$ cat src/rtl/inv_cfg_sequencer_if.sv
// -----------------------------------------------------------------------------
// inv_cfg_sequencer_if
//
// Request channel of the inversion-configuration sequencer. A requester
// offers a masked inversion update with a valid/ready handshake; the
// sequencer accepts it on a rising clock edge where both are high.
//
//   req_valid  requester -> sequencer  update request valid
//   req_ready  sequencer -> requester  sequencer can accept a request
//   req_inv    requester -> sequencer  requested inversion bits
//   req_mask   requester -> sequencer  1 = bit of req_inv applies to that pin
//
// master: the requester side.   slave: the sequencer side.
// -----------------------------------------------------------------------------
interface inv_cfg_sequencer_if #(
    parameter int NPINS = 8
);
    logic             req_valid;
    logic             req_ready;
    logic [NPINS-1:0] req_inv;
    logic [NPINS-1:0] req_mask;

    modport master (
        output req_valid,
        output req_inv,
        output req_mask,
        input  req_ready
    );

    modport slave (
        input  req_valid,
        input  req_inv,
        input  req_mask,
        output req_ready
    );
endinterface

$ cat src/rtl/inv_cfg_sequencer.sv
// -----------------------------------------------------------------------------
// inv_cfg_sequencer
//
// Owns the per-pin inversion configuration of a bank of NPINS invertible pin
// cells. Masked update requests are merged into a shadow register, the shadow
// is shifted MSB first onto the configuration scan chain, and a one-cycle
// update strobe then commits it to the cell bank. The same committed pattern
// drives a registered polarity-corrected copy of the raw pin data.
//
// Ports:
//   clk         single clock, all state on the rising edge
//   rst_n       asynchronous active-low reset
//   req         request channel (slave modport of inv_cfg_sequencer_if)
//   cfg_shift   scan-chain shift enable
//   cfg_sdo     scan-chain serial data, MSB first, 0 when not shifting
//   cfg_update  one-cycle commit strobe to the cell bank
//   busy        a sequence is in progress
//   inv_active  committed inversion pattern
//   din         raw pin data
//   dout        registered din ^ inv_active
//
// Every output comes straight from a flop; there is no combinational path
// from any input to any output.
// -----------------------------------------------------------------------------
module inv_cfg_sequencer #(
    parameter int               NPINS    = 8,
    parameter logic [NPINS-1:0] INIT_INV = '0
) (
    input  logic                clk,
    input  logic                rst_n,
    inv_cfg_sequencer_if.slave  req,
    output logic                cfg_shift,
    output logic                cfg_sdo,
    output logic                cfg_update,
    output logic                busy,
    output logic [NPINS-1:0]    inv_active,
    input  logic [NPINS-1:0]    din,
    output logic [NPINS-1:0]    dout
);

    localparam int              CW       = (NPINS > 1) ? $clog2(NPINS) : 1;
    localparam logic [CW-1:0]   CNT_LAST = CW'(NPINS - 1);

    typedef enum logic [1:0] {
        ST_IDLE,
        ST_SHIFT,
        ST_UPDATE
    } state_e;

    state_e           state_q,      state_d;
    logic [CW-1:0]    cnt_q,        cnt_d;
    logic [NPINS-1:0] shadow_q,     shadow_d;
    logic [NPINS-1:0] inv_active_q, inv_active_d;
    logic             req_ready_q,  req_ready_d;
    logic             busy_q,       busy_d;
    logic             cfg_shift_q,  cfg_shift_d;
    logic             cfg_sdo_q,    cfg_sdo_d;
    logic             cfg_update_q, cfg_update_d;
    logic [NPINS-1:0] dout_q,       dout_d;

    logic             req_fire;

    // req_ready_q is high exactly in IDLE, so a fire is only possible there.
    assign req_fire = req.req_valid & req_ready_q;

    // -------------------------------------------------------------------------
    // State register
    // -------------------------------------------------------------------------
    // NOTE: sequential state is assigned with non-blocking (<=) so every flop
    // samples the values present before the edge, independent of block order.
    always_ff @(posedge clk or negedge rst_n) begin
        if (!rst_n) begin
            state_q      <= ST_IDLE;
            cnt_q        <= '0;
            shadow_q     <= INIT_INV;
            inv_active_q <= INIT_INV;
            req_ready_q  <= 1'b1;
            busy_q       <= 1'b0;
            cfg_shift_q  <= 1'b0;
            cfg_sdo_q    <= 1'b0;
            cfg_update_q <= 1'b0;
            dout_q       <= '0;
        end else begin
            state_q      <= state_d;
            cnt_q        <= cnt_d;
            shadow_q     <= shadow_d;
            inv_active_q <= inv_active_d;
            req_ready_q  <= req_ready_d;
            busy_q       <= busy_d;
            cfg_shift_q  <= cfg_shift_d;
            cfg_sdo_q    <= cfg_sdo_d;
            cfg_update_q <= cfg_update_d;
            dout_q       <= dout_d;
        end
    end

    // -------------------------------------------------------------------------
    // Next-state logic
    // -------------------------------------------------------------------------
    // NOTE: every variable gets a default at the top of a combinational block;
    // a path that leaves one unassigned would infer a latch.
    always_comb begin
        state_d      = state_q;
        cnt_d        = cnt_q;
        shadow_d     = shadow_q;
        inv_active_d = inv_active_q;

        unique case (state_q)
            ST_IDLE: begin
                if (req_fire) begin
                    shadow_d = (shadow_q & ~req.req_mask) | (req.req_inv & req.req_mask);
                    // An all-zero mask cannot change the shadow, so there is
                    // nothing to push to the chain: consume it and stay idle.
                    if (|req.req_mask) begin
                        state_d = ST_SHIFT;
                        cnt_d   = CNT_LAST;
                    end
                end
            end

            ST_SHIFT: begin
                // The shadow is frozen here; only the bit pointer moves.
                if (cnt_q == '0) begin
                    state_d = ST_UPDATE;
                end else begin
                    cnt_d = cnt_q - CW'(1);
                end
            end

            ST_UPDATE: begin
                inv_active_d = shadow_q;
                state_d      = ST_IDLE;
            end

            default: begin
                state_d = ST_IDLE;
            end
        endcase
    end

    // -------------------------------------------------------------------------
    // Output logic
    // -------------------------------------------------------------------------
    // Outputs are decoded from the *next* state so that the output flops line
    // up with state_q: while state_q is SHIFT with pointer cnt_q, cfg_sdo
    // already carries shadow[cnt_q].
    always_comb begin
        req_ready_d  = (state_d == ST_IDLE);
        busy_d       = (state_d != ST_IDLE);
        cfg_shift_d  = (state_d == ST_SHIFT);
        cfg_update_d = (state_d == ST_UPDATE);

        // Explicit compare-select instead of a variable index keeps the mux
        // well-defined for every NPINS, including 1 and non-powers of two.
        cfg_sdo_d = 1'b0;
        if (state_d == ST_SHIFT) begin
            for (int i = 0; i < NPINS; i++) begin
                if (cnt_d == CW'(i)) begin
                    cfg_sdo_d = shadow_d[i];
                end
            end
        end

        // Whole-word XOR with the committed pattern: a polarity change lands
        // on all bits of one dout word together.
        dout_d = din ^ inv_active_q;
    end

    assign req.req_ready = req_ready_q;
    assign busy          = busy_q;
    assign cfg_shift     = cfg_shift_q;
    assign cfg_sdo       = cfg_sdo_q;
    assign cfg_update    = cfg_update_q;
    assign inv_active    = inv_active_q;
    assign dout          = dout_q;

endmodule

$ cat src/flat_wrapper.sv
// flat-port wrapper written by rule: the top's interface ports become plain ports
module inv_cfg_sequencer_flat 
#(
    parameter int               NPINS    = 8,
    parameter logic [NPINS-1:0] INIT_INV = '0
)
  (clk, rst_n, cfg_shift, cfg_sdo, cfg_update, busy, inv_active, din, dout, req_req_valid, req_req_inv, req_req_mask, req_req_ready);
  inv_cfg_sequencer_if #(.NPINS(NPINS)) req_i ();
  input  logic clk;
  input  logic rst_n;
  output logic cfg_shift;
  output logic cfg_sdo;
  output logic cfg_update;
  output logic busy;
  output logic [NPINS-1:0] inv_active;
  input  logic [NPINS-1:0] din;
  output logic [NPINS-1:0] dout;
  input wire logic [$bits(req_i.req_valid)-1:0] req_req_valid;
  input wire logic [$bits(req_i.req_inv)-1:0] req_req_inv;
  input wire logic [$bits(req_i.req_mask)-1:0] req_req_mask;
  output wire logic [$bits(req_i.req_ready)-1:0] req_req_ready;
  assign req_i.req_valid = req_req_valid;
  assign req_i.req_inv = req_req_inv;
  assign req_i.req_mask = req_req_mask;
  assign req_req_ready = req_i.req_ready;
  inv_cfg_sequencer #(.NPINS(NPINS), .INIT_INV(INIT_INV)) u_core (.clk(clk), .rst_n(rst_n), .req(req_i), .cfg_shift(cfg_shift), .cfg_sdo(cfg_sdo), .cfg_update(cfg_update), .busy(busy), .inv_active(inv_active), .din(din), .dout(dout));
endmodule
$ cat config.mk
export PLATFORM = sky130hd
export DESIGN_NAME = inv_cfg_sequencer_flat
export DESIGN_NICKNAME = d
export VERILOG_FILES = /design/src/rtl/inv_cfg_sequencer_if.sv /design/src/rtl/inv_cfg_sequencer.sv /design/src/flat_wrapper.sv
export SDC_FILE = /design/constraint.sdc
export NUM_CORES = 1
export LEC_CHECK = 0
export ABC_AREA = 1
export CAP_MARGIN = 20
export CORE_ASPECT_RATIO = 1.4
export CORE_MARGIN = 5
export CORE_UTILIZATION = 50
export DETAILED_ROUTE_END_ITERATION = 10
export MAX_ROUTING_LAYER = met4
export PLACE_DENSITY = 0.9
export SLEW_MARGIN = 20
export SYNTH_ARGS = -nofsm -noshare
export SYNTH_HDL_FRONTEND = slang
export SYNTH_SLANG_ARGS = --single-unit
$ cat constraint.sdc
create_clock -name clk -period 3.1 [get_ports clk]
set_clock_uncertainty 0.2 [all_clocks]
set_input_delay 0.775 -clock clk [delete_from_list [all_inputs] [get_ports clk]]
set_output_delay 0.775 -clock clk [all_outputs]
set_load 0.05 [all_outputs]
## After elaboration in Yosys (flattened, before gate mapping)

Index checks and enable logic that the tools add are counted.
W data, S select, Z words.

| storage, ports and cells | value |
|---|---|
| register bits | 34 |
| bits of input ports | 27 |
| output and inout bits | 21 |

| operators by class | value |
|---|---|
| add/subtract/negate cells | 1 |
| eq/ne operators | 11 |
| muxes and demuxes | 19 |
| bitwise gates (word level) | 6 |
| reductions and logical operators | 6 |

Operators by type and width:

| cell | count |
|---|---|
| $and A8 B8 Y8 | 2 |
| $mux W8 | 2 |
| $eq A3 B3 Y1 const B | 4 |
| $mux W1 | 9 |
| $mux W3 | 3 |
| $not A8 Y8 | 1 |
| $or A8 B8 Y8 | 1 |
| $reduce_or A8 Y1 | 1 |
| $xor A8 B8 Y8 | 1 |
| $eq A3 B2 Y1 const B | 2 |
| $logic_not A3 Y1 | 2 |
| $mux W2 | 3 |
| $pmux W3 S2 | 1 |
| $eq A2 B1 Y1 const B | 2 |
| $eq A2 B2 Y1 const B | 2 |
| $logic_not A2 Y1 | 2 |
| $pmux W2 S2 | 1 |
| $eq A3 B1 Y1 const B | 1 |
| $sub A3 B1 Y3 const B | 1 |
| $reduce_bool A2 Y1 | 1 |
| $and A1 B1 Y1 | 1 |

## Logic depth before layout (Yosys ltp)

| logic depth | value |
|---|---|
| depth in word-level cells | 14 |
| depth in mapped cells | 14 |
| gate-level depth less buffers | 14 |

## Worst setup path before layout

No wires, ideal clock.

| timing path | value |
|---|---|
| path kind | input to register |
| start point | in req_req_valid |
| end point | reg u_core.cfg_sdo_q (netlist: u_core.cfg_sdo) |
| library setup time | 119 ps |
| data arrival time | 1584 ps |
| data required time | 2781 ps |
| path slack | 1197 ps |
| cell stages on the path | 9 |
| buffers on the path | 0 |
| cells stage by stage | nand2_1 nor2_8 nand2_2 o21ai_2 nand2_1 nor2_1 nor2_2 nand2_1 nor2_1 |

| between the ends | value |
|---|---|
| longest elaborated chain between the ends | 13 |
| elaborated cells on any way between the ends | 25 |
| classes of those cells | 8 x eq/ne; 15 x mux; 1 x bitwise; 1 x reduce/logical |

Ends and longest elaborated chain:

| what | line | RTL |
|---|---|---|
| start, declared | flat_wrapper.sv:18 | `input wire logic [$bits(req_i.req_valid)-1:0] req_req_valid;` |
| $and A1 B1 Y1 * | inv_cfg_sequencer.sv:64 | `assign req_fire = req.req_valid & req_ready_q;` |
| $mux W3 | inv_cfg_sequencer.sv:110 | `if (req_fire) begin` |
| $pmux W3 S2 | inv_cfg_sequencer.sv:108 | `unique case (state_q)` |
| $logic_not A3 Y1 | inv_cfg_sequencer.sv:158 | `if (cnt_d == CW'(i)) begin` |
| $mux W1 (8 in series) | inv_cfg_sequencer.sv:158 |  |
| $mux W1 * | inv_cfg_sequencer.sv:156 | `if (state_d == ST_SHIFT) begin` |
| via u_core.cfg_sdo_d | inv_cfg_sequencer.sv:57 | `logic cfg_sdo_q, cfg_sdo_d;` |
| end signal, assigned | inv_cfg_sequencer.sv:91 | `cfg_sdo_q <= cfg_sdo_d;` |
| end, declared | inv_cfg_sequencer.sv:57 |  |

Mark *: on every way through the listed nets, which the timed path passes. The rest lies on a longest branch.
A chain may end at the register's enable or synchronous reset.

## Final worst setup path

| timing path | value |
|---|---|
| start point | reg u_core.req_ready_q (netlist: u_core.req.req_ready) |
| end point | out req_req_ready |

RTL lines:

| what | line | RTL |
|---|---|---|
| start, declared | inv_cfg_sequencer.sv:54 | `logic req_ready_q, req_ready_d;` |
| start signal, assigned | inv_cfg_sequencer.sv:88 | `req_ready_q <= req_ready_d;` |
| end, declared | flat_wrapper.sv:21 | `output wire logic [$bits(req_i.req_ready)-1:0] req_req_ready;` |

No word-level cell between the ends.

==> results.md <==
- Chip Height: 76.70 um
- Total routing resource utilization after global routing: about 17%
- Hold path depth: 1
- Floorplan Core Area: between 0.003 and 0.004 mm2
- Worst R2R End: u_core.cfg_sdo
- DIE AREA: ~0.0044 mm2
- Number of setup violations in the final report: 0
- Longest Clk Path Bufs: 2
- Max-slew violation count: 0
- CP Buf/Inv Count: 1
- Element type at the critical path start: flip-flop
- Final HPWL DP: about 2700 um
- Cells along the critical path: clkdlybuf4s50_1
- Area added between synthesis and finish: 38.66%
- Area share of the leading cell type in the synthesized netlist: around half
- Total iterations of the first detailed-routing run: 4
- Non-filler cells in the finished layout: about 280
- DRC errors left: 0
- Chip Width: 57.65 um
- CTS buffer count: 5
- Part of the Yosys area used for sequential elements: between 50% and 60%
- RSZ-0062 raised after global routing: false
- Sum of overflow across all layers after global routing: 0
- Post-CTS setup buffer count: 0
- Shortest period the worst path allows: 2.575 ns
- Post-synthesis area per instance: ~8.7 um2
- Layout cell share with drive strength beyond 1: 11.81%
- Classification of the worst-slack hold path: reg2reg
- CTS tree: yes
- Crit Reg-Reg Startpoint: u_core.cnt_q[0]
- Clock slew at reported path FFs: 0.06 ns
- Routability cong.: around 0.91
- Post-cts hold buffer count: 0
- Final Hold Vio Count: 0
- Yosys warns: 0
- Max incr delay on CP: about 0.79 ns
- Maximum fanout along the worst path: 2
- Largest area contributor in the synthesized netlist: sky130_fd_sc_hd__dfrtp_1
- Clk_lat worst skew: 0.28 ns
- Length in cells of the worst reg-to-reg path: 13
- Cell Pwr Density: ~1100 mW/mm2
- Slew HR: roughly two thirds
- Synthesized netlist cell count: 182
- Number of buffers inserted by port buffering: 47
- Via total after detailed routing: between 1000 and 1500
- Netlist area before placement: roughly 0.0016 mm2
- TritonCTS sink count: 34
- Post-DR vias/cell: around 4.7
- Cell area after layout: 0.002203 mm2
- Data required time of the critical path: between 2 and 2.5 ns
- Most area-consuming cells after synthesis: sky130_fd_sc_hd__dfrtp_1 52%, sky130_fd_sc_hd__nand2_1 11%, sky130_fd_sc_hd__inv_1 6.9%
- Number of placed instances with taps included: about 270
- Initial antenna violation count: 0
- Post-cts gate resize count: 0
- Delay-heaviest family, CP: buffers and inverters
- Via count of the first global-routing pass: 1232
- Max stage delay cell, worst path: sky130_fd_sc_hd__clkdlybuf4s50_1
- Final routed wirelength across all metal layers: around 3400 um
- Ant. Diodes: 0
- Setup_tns: 0 ns
- Overall power after layout: 2.527 mW
- CP arrival: approximately 1.6 ns
- Effective utilization at floorplan: between 50% and 60%
- Synthesized netlist net count: 211
- Fin crit share: 83.06%
- IR Drop Worst-Case VDD: 0.6594 mV
- Global-route wire length before repair: between 5000 and 6000 um
- Achievable clock frequency: just under 400 MHz
- Average wire per standard cell: ~12 um
- Final nets: approximately 270
- Setup slack on the worst flop-to-flop path: 1.22 ns
- Level count of the clock H-tree: 2
- WHS Endpoint: u_core.dout[3]
- Status: completed
- Category of the worst setup path capture point: output port
- Iteration-0 DRC Markers: 33
- Hold Startpoint: u_core.inv_active[3]
- # IOs: 48
- Actual transition at the worst max-transition pin: just over 0.5 ns
- Number of unique standard cell types used by synthesis: 22
- Standard cell area after detailed placement: roughly 0.0021 mm2
- Number of maximum-capacitance constraint violations: 0
- Largest net degree at the start of global routing: 35
- Row Count: 24
- Clk Tree Root Cell: sky130_fd_sc_hd__clkbuf_8
- Final ANT Viol Nets: 0
- Worst Path Class, Setup: reg2out
- Leak pwr: roughly 1.1 nW
- Seq cells post-synth: 34
==> synthesized netlist by cell type <==
| master | n |
|---|---|
| sky130_fd_sc_hd__a21oi_1 | 1 |
| sky130_fd_sc_hd__a21oi_2 | 1 |
| sky130_fd_sc_hd__clkbuf_1 | 1 |
| sky130_fd_sc_hd__dfrtp_1 | 33 |
| sky130_fd_sc_hd__dfstp_2 | 1 |
| sky130_fd_sc_hd__ha_1 | 2 |
| sky130_fd_sc_hd__inv_1 | 29 |
| sky130_fd_sc_hd__inv_2 | 4 |
| sky130_fd_sc_hd__nand2_1 | 45 |
| sky130_fd_sc_hd__nand2_2 | 8 |
| sky130_fd_sc_hd__nand3_1 | 14 |
| sky130_fd_sc_hd__nand3b_1 | 4 |
| sky130_fd_sc_hd__nand4_1 | 2 |
| sky130_fd_sc_hd__nor2_1 | 14 |
| sky130_fd_sc_hd__nor2_2 | 1 |
| sky130_fd_sc_hd__nor2_4 | 1 |
| sky130_fd_sc_hd__nor2_8 | 1 |
| sky130_fd_sc_hd__o21ai_0 | 8 |
| sky130_fd_sc_hd__o21ai_1 | 1 |
| sky130_fd_sc_hd__o21ai_2 | 2 |
| sky130_fd_sc_hd__o21ai_4 | 1 |
| sky130_fd_sc_hd__xor2_1 | 8 |
==> through the flow <==
| stage | hold slack, ns | util, % | setup slack [ns] |
|---|---|---|---|
| after detailed placement | 0.2848 | 68.28 | 0.6162 |
| final | 0.2899 | 71.24 | 0.5251 |
| after global placement | 0.2779 | 68.28 | 0.6272 |
| after CTS | 0.2957 | 71.24 | 0.5098 |
| after global routing | 0.3222 | 71.24 | 0.4914 |
| after floorplan | 0.2794 | - | 1.197 |
==> state kept, by name (all words and copies together), names as in the netlist <==
| register | count |
|---|---|
| u_core.dout | 8 |
| u_core.inv_active | 8 |
| u_core.shadow_q | 8 |
| u_core.cnt_q | 3 |
| u_core.state_q | 2 |
| u_core.busy | 1 |
| u_core.cfg_sdo | 1 |
| u_core.cfg_shift | 1 |
| u_core.cfg_update | 1 |
| u_core.req.req_ready | 1 |
==> cell type report <==
cell class                 count  area, um2
clock buffer                   7      86.33
clock inverter                 1      5.005
fill                         240      889.6
inverter                      33      123.9
multi-input combinational    114      609.3
sequential                    34      852.1
tap                           39      48.80
timing repair buffer          48      478.0
==> cells in the final DEF, fill, tap and decap left out, drive strengths merged <==
cell type and instances:
nor2 17, clkbuf 7, buf 1, ha 2
o21ai 12, dfstp 1, nand4 2, a21oi 2
nand2 53, dfrtp 33, nand3b 4, clkdlybuf4s50 47
nand3 14, clkinv 1, xor2 8, inv 33
==> routing by layer <==
metal,GRT usage (%),routed length [um],vias to the layer above
met1,18.35,1291,594
met2,28.39,1761,39
met4,8.121,100,0
li1,-,-,660
met5,-,0,-
met3,5.042,198,12
==> cells by family (layout without fill, tap and decap cells) <==
family | Yosys count | count (layout) | share of synthesized area [%]
simple gates | 90 | 90 | 26.54
flops | 34 | 34 | 53.62
buf+inv | 34 | 89 | 8.031
compound gates | 14 | 14 | 5.827
xor+xnor | 8 | 8 | 4.410
fa+ha+maj | 2 | 2 | 1.575
==> report_power, final <==
part | total (mW) | internal [mW] | leakage (nW) | switching [mW]
clock | 0.325 | 0.179 | 0.0482 | 0.146
sequential | 0.758 | 0.655 | 0.399 | 0.104
combinational | 1.44 | 0.479 | 0.660 | 0.965
total | 2.53 | 1.31 | 1.11 | 1.21
==> worst max-delay path by stage <==
| stage | to | slack [ns] | startpoint | depth (start not counted) |
|---|---|---|---|---|
| finish | req_req_ready | 0.53 | u_core.req.req_ready | 1 |
| global route | req_req_ready | 0.49 | u_core.req.req_ready | 1 |
| CTS | req_req_ready | 0.51 | u_core.req.req_ready | 1 |
| detailed placement | u_core.cfg_sdo | 0.62 | req_req_valid | 10 |
| global placement | u_core.cfg_sdo | 0.63 | req_req_valid | 10 |
| floorplan | u_core.cfg_sdo | 1.20 | req_req_valid | 9 |
Note: power is estimated with default switching activity, not from simulation.
